<file path="config.mk">
export PLATFORM = sky130hd
export DESIGN_NAME = gate_preact_mac
export DESIGN_NICKNAME = d
export VERILOG_FILES = /design/src/rtl/gru_fixed_pkg.sv /design/src/rtl/fixed_narrow_sat.sv /design/src/rtl/gate_preact_mac.sv
export SDC_FILE = /design/constraint.sdc
export NUM_CORES = 1
export LEC_CHECK = 0
export BUFFER_PORTS_ARGS = -buffer_cell sky130_fd_sc_hd__buf_2
export CORE_UTILIZATION = 55
export CTS_CLUSTER_DIAMETER = 150
export DETAILED_ROUTE_END_ITERATION = 10
export GPL_TIMING_DRIVEN = 1
export PLACE_DENSITY = 0.73
export SLEW_MARGIN = 15
export SYNTH_ARGS = -nofsm -noshare
export SYNTH_HDL_FRONTEND = slang
export SYNTH_SLANG_ARGS = --single-unit
export TNS_END_PERCENT = 1
</file>
<file path="constraint.sdc">
create_clock -name clk -period 15.75 [get_ports clk]
set_clock_uncertainty 0.1 [all_clocks]
set_input_delay 4.725 -clock clk [delete_from_list [all_inputs] [get_ports clk]]
set_output_delay 4.725 -clock clk [all_outputs]
set_load 0.01 [all_outputs]
</file>
<file path="src/rtl/gru_fixed_pkg.sv">
// gru_fixed_pkg: shared Q-format widths, fixed-point type, saturation limits and MAC states
package gru_fixed_pkg;
   localparam int INT_WIDTH  = 8;
   localparam int FRAC_WIDTH = 8;
   localparam int WIDTH      = INT_WIDTH + FRAC_WIDTH;
   typedef logic signed [WIDTH-1:0] fixed_t;
   localparam fixed_t FIXED_MAX = {1'b0, {(WIDTH-1){1'b1}}};
   localparam fixed_t FIXED_MIN = {1'b1, {(WIDTH-1){1'b0}}};
   typedef enum logic [1:0] {IDLE, ACCUM, SAT, OUT} mac_state_t;
endpackage

</file>
<file path="src/rtl/fixed_narrow_sat.sv">
// fixed_narrow_sat: narrows a wide Q accumulator to WIDTH with saturation; GATE_PREACT_ROUND_EN selects round-half-up instead of floor
module fixed_narrow_sat #(
   parameter int WIDTH      = 16,
   parameter int FRAC_WIDTH = 8,
   parameter int ACC_WIDTH  = 37
) (
   input  logic [ACC_WIDTH-1:0] acc,
   output logic [WIDTH-1:0]     y
);
   localparam logic signed [ACC_WIDTH-1:0] HI = {{(ACC_WIDTH-WIDTH+1){1'b0}}, {(WIDTH-1){1'b1}}};
   localparam logic signed [ACC_WIDTH-1:0] LO = {{(ACC_WIDTH-WIDTH+1){1'b1}}, {(WIDTH-1){1'b0}}};
   logic signed [ACC_WIDTH-1:0] rnd;
   logic signed [ACC_WIDTH-1:0] shifted;
`ifdef GATE_PREACT_ROUND_EN
   // the accumulator has spare headroom, so adding half an LSB cannot wrap
   assign rnd = acc + (ACC_WIDTH'(1) << (FRAC_WIDTH-1));
`else
   assign rnd = acc;
`endif
   assign shifted = rnd >>> FRAC_WIDTH;
   assign y = shifted > HI ? {1'b0, {(WIDTH-1){1'b1}}} :
              shifted < LO ? {1'b1, {(WIDTH-1){1'b0}}} : shifted[WIDTH-1:0];
endmodule

</file>
<file path="src/rtl/gate_preact_mac.sv">
// gate_preact_mac: streaming MAC computing one GRU gate pre-activation b + sum(w*a); optional GATE_PREACT_ROUND_EN rounding in narrowing
module gate_preact_mac import gru_fixed_pkg::*; #(
   parameter int INT_WIDTH  = 8,
   parameter int FRAC_WIDTH = 8,
   parameter int WIDTH      = INT_WIDTH + FRAC_WIDTH,
   parameter int MAX_TERMS  = 16,
   parameter int ACC_WIDTH  = 2*WIDTH + $clog2(MAX_TERMS) + 1
) (
   input  logic             clk,
   input  logic             reset_n,
   input  logic             start,
   input  logic [WIDTH-1:0] bias,
   input  logic             in_valid,
   output logic             in_ready,
   input  logic [WIDTH-1:0] in_w,
   input  logic [WIDTH-1:0] in_a,
   input  logic             in_last,
   output logic             y_valid,
   input  logic             y_ready,
   output logic [WIDTH-1:0] y,
   output logic             busy
);
   localparam int CW = $clog2(MAX_TERMS);
   mac_state_t state;
   logic signed [ACC_WIDTH-1:0] acc;
   logic [CW-1:0] count;
   logic signed [2*WIDTH-1:0] prod;
   logic [WIDTH-1:0] sat;
   assign prod = $signed(in_w) * $signed(in_a);
   assign in_ready = state == ACCUM;
   assign y_valid = state == OUT;
   assign busy = state != IDLE;
   fixed_narrow_sat #(.WIDTH(WIDTH), .FRAC_WIDTH(FRAC_WIDTH), .ACC_WIDTH(ACC_WIDTH)) u_sat (
      .acc (acc),
      .y   (sat)
   );
   // sequencer: load bias, accumulate beats until last or the term limit, narrow, then hold the result
   always_ff @(posedge clk or negedge reset_n)
      if (!reset_n) begin
         state <= IDLE;
         acc   <= '0;
         count <= '0;
         y     <= '0;
      end else
         case (state)
            IDLE:
               if (start) begin
                  acc   <= ACC_WIDTH'($signed(bias)) <<< FRAC_WIDTH;
                  count <= '0;
                  state <= ACCUM;
               end
            ACCUM:
               if (in_valid) begin
                  acc   <= acc + ACC_WIDTH'(prod);
                  count <= count + 1'b1;
                  if (in_last || count == CW'(MAX_TERMS-1)) state <= SAT;
               end
            SAT: begin
               y     <= sat;
               state <= OUT;
            end
            OUT:
               if (y_ready) state <= IDLE;
         endcase
endmodule
</file>
==> flow_metrics.py <==
metrics = {
    "cts": {
        "cts_buffers": 9,
        "cts_buffer_depth": 2,
        "clock_latency_ns": 0.33,
        "ctsHoldBuffers": 0,
        "cts_sinks": 59,
        "cts_root_buf": "clkbuf_16",
        "htreeDepth": 3,
        "clk_pin_slew_worst_paths_ns": 0.05,
        "cts_setup_buffers": 0,
        "cts_resized": 0,
        "cts_tree": "yes",
    },
    "route": {
        "avgViaCountPerCell": 5.36,
        "num_vias": 10054,
        "remaining_drc_errors": 0,
        "drt_first_pass_iters": 6,
        "drt_iter0_drc": 592,
        "detail-route-antenna-nets": 0,
        "wl_per_cell_um": 16.4,
        "drt-total-wl_um": 30700,
    },
    "setup_path": {
        "endpoint_kind": "register",
        "crit_type": "in -> reg",
        "startpoint": "in_a[1]",
        "cp.required_ns": 15.85,
        "worstReg2RegStart": "acc[15]",
        "crit_arrival_ns": 10.80,
        "path_max_fanout": 16,
        "worst_setup_path_start_kind": "input pin",
    },
    "grt": {
        "grt_overflow": 0,
        "groute.usage.overall_pct": 25.2,
        "grt_pass1_vias": 10929,
        "grt_max_degree": 60,
        "antenna_found_initial": 0,
        "grt_pass1_wl_um": 52300,
    },
    "floorplan": {
        "ios": 73,
        "rows": 58,
        "core_area_mm2": 0.0253,
        "dieWidth_um": 163,
        "die-area_mm2": 0.0265,
        "dieHeight_um": 163,
        "initial_core_util_pct": 56.4,
    },
    "final_layout": {
        "fin_nets": 2028,
        "final_cells": 1876,
        "drive_gt1_share_pct": 6.86,
        "syn2layout_area_growth_pct": 6.18,
        "n_antenna_cell": 0,
        "nFillCells": 2178,
        "fin_area_mm2": 0.0151,
    },
    "sta": {
        "rsz0062_at_grt": "no",
        "setup_viol": 0,
        "fmax_ghz": 0.0935,
        "hold_viol_final": 0,
        "post-route-period-util_pct": 67.9,
        "fin_setup_tns_ns": 0,
        "max-slew-margin-rel_pct": 23.5,
        "finalCriticalPeriod_ns": 10.70,
        "fin_ws_ns": 5.05,
        "worst_slew_pin_slew_ns": 1.15,
        "slew_violations": 0,
    },
    "synth": {
        "synth_area_mm2": 0.0142,
        "yosysUniqueCellTypes": 61,
        "synth_seq_cells": 59,
        "ys.flop_type": "dfrtp_1",
        "synth_edf_count": 0,
        "syn_inst": 1508,
        "ys_warn_count": 0,
        "async_flop_share_pct": 100,
        "avgSynthCellArea_um2": 9.44,
        "seq_area_frac_synth_pct": 10.4,
        "synth_fp_nets": 1995,
    },
    "place": {
        "gp_congestion": 0.880,
        "hpwl_um": 26300,
        "pre_cts_slack_ns": 4.77,
        "portBuffers": 72,
        "dp.cells": 1860,
        "place_area_mm2": 0.0148,
    },
    "min_path": {
        "hp-class": "reg -> reg",
        "worstHoldStart": "y[11]",
    },
    "status": {
        "status": "complete, no violations",
    },
    "job": {
        "max-cap-violations": 0,
    },
}
## sequential cells by signal, summed over array words and instances, names as in the netlist
signal / flops
count: 4
acc: 37
state: 2
y: 16
## worst max-delay path, cell delays in order
cell,delay [ns]
buf_2,0.29
nand2_1,0.19
inv_1,0.12
fa_1,0.48
fa_1,0.88
fa_1,0.53
fa_1,0.51
fa_1,0.49
inv_1,0.05
fa_1,0.48
inv_1,0.04
ha_1,0.36
nand3_1,0.13
nor2_1,0.29
o2111ai_1,0.16
a31oi_1,0.26
nor3_2,0.13
o31ai_1,0.31
mux2i_1,0.28
o21ai_1,0.08
## metal layers
layer | vias up | share of wire [%] | track usage (%)
met5 | - | 0 | 0
met2 | 192 | 56 | 47.7
met4 | 0 | 2.5 | 6.37
li1 | 4628 | - | -
met1 | 5185 | 39 | 30.3
met3 | 49 | 2.6 | 2.60
## cells in the final DEF, fill, tap and decap left out, drive strengths merged, types with 5 or more instances in the layout
| cell type | synthesis | routed |
|---|---|---|
| o31ai | 7 | 7 |
| nand3 | 6 | 6 |
| a22o | 7 | 7 |
| nor3 | 8 | 8 |
| o21ai | 46 | 46 |
| a221oi | 5 | 5 |
| xnor2 | 21 | 21 |
| nor2b | 7 | 7 |
| a21o | 23 | 23 |
| buf | 3 | 76 |
| a21oi | 51 | 51 |
| a22oi | 14 | 14 |
| and2 | 113 | 113 |
| inv | 362 | 362 |
| o211ai | 5 | 5 |
| clkbuf | 51 | 14 |
| fa | 318 | 318 |
| o21a | 7 | 7 |
| dfrtp | 59 | 59 |
| xor2 | 10 | 10 |
| ha | 115 | 115 |
| nand2 | 171 | 171 |
| nor2 | 45 | 45 |
## worst paths after layout
check                            to  slack (ns)  cells after the start
setup / recovery            acc[33]        5.05                     20
hold / removal                y[11]        0.41                      2
setup reg to reg            acc[33]       10.47                     18
hold reg to reg               y[11]        0.41                      2
max in group asynchronous   acc[13]       10.60                      2
min in group asynchronous  state[0]        4.43                      2
## through the flow
stage / utilization, % / hold WS (ns)
final: 59.9 / 0.414
after global routing: 59.9 / 0.430
after CTS: 59.9 / 0.414
after detailed placement: 58.8 / 0.404
after global placement: 58.8 / 0.390
after floorplan: - / 0.355
## kinds of logic (layout without fill, tap and decap cells)
kind of cell             Yosys count  after routing  share of synthesized area, %
multiplexers                       4              4                         0.307
flip-flops                        59             59                          10.4
AO/OA/AOI/OAI                    195            195                          9.20
adder cells (fa/ha/maj)          433            433                          54.8
XOR/XNOR                          31             31                          1.91
AND/OR/NAND/NOR                  370            370                          12.4
buffers and inverters            416            454                          11.0
## cell usage after synthesis (all sizes together) (5+ instances only)
library cell    n  area, um^2
a21o           23         174
a21oi          51         263
a221oi          5        61.3
a22o            7        61.3
a22oi          14         105
and2          113         707
clkbuf         51         191
dfrtp          59        1480
fa            318        6370
ha            115        1440
inv           362        1360
nand2         171         642
nand3           6        30.0
nor2           45         169
nor2b           7        43.8
nor3            8        45.0
o211ai          5        42.5
o21a            7        52.6
o21ai          46         234
o31ai           7        57.6
xnor2          21         184
xor2           10        87.6
## final cells by class
class / count / area [um^2] / share of cell area, %
Inverter: 362 / 1360 / 8.99
Multi-Input combinational cell: 1033 / 11200 / 74.1
Clock buffer: 14 / 264 / 1.75
Tap cell: 330 / 413 / 2.73
Clock inverter: 2 / 10.0 / 0.0662
Timing Repair Buffer: 76 / 390 / 2.58
Sequential cell: 59 / 1480 / 9.76
Power is not shown: default switching activity piles up to over one toggle a cycle in this logic, so the estimate is an artifact.
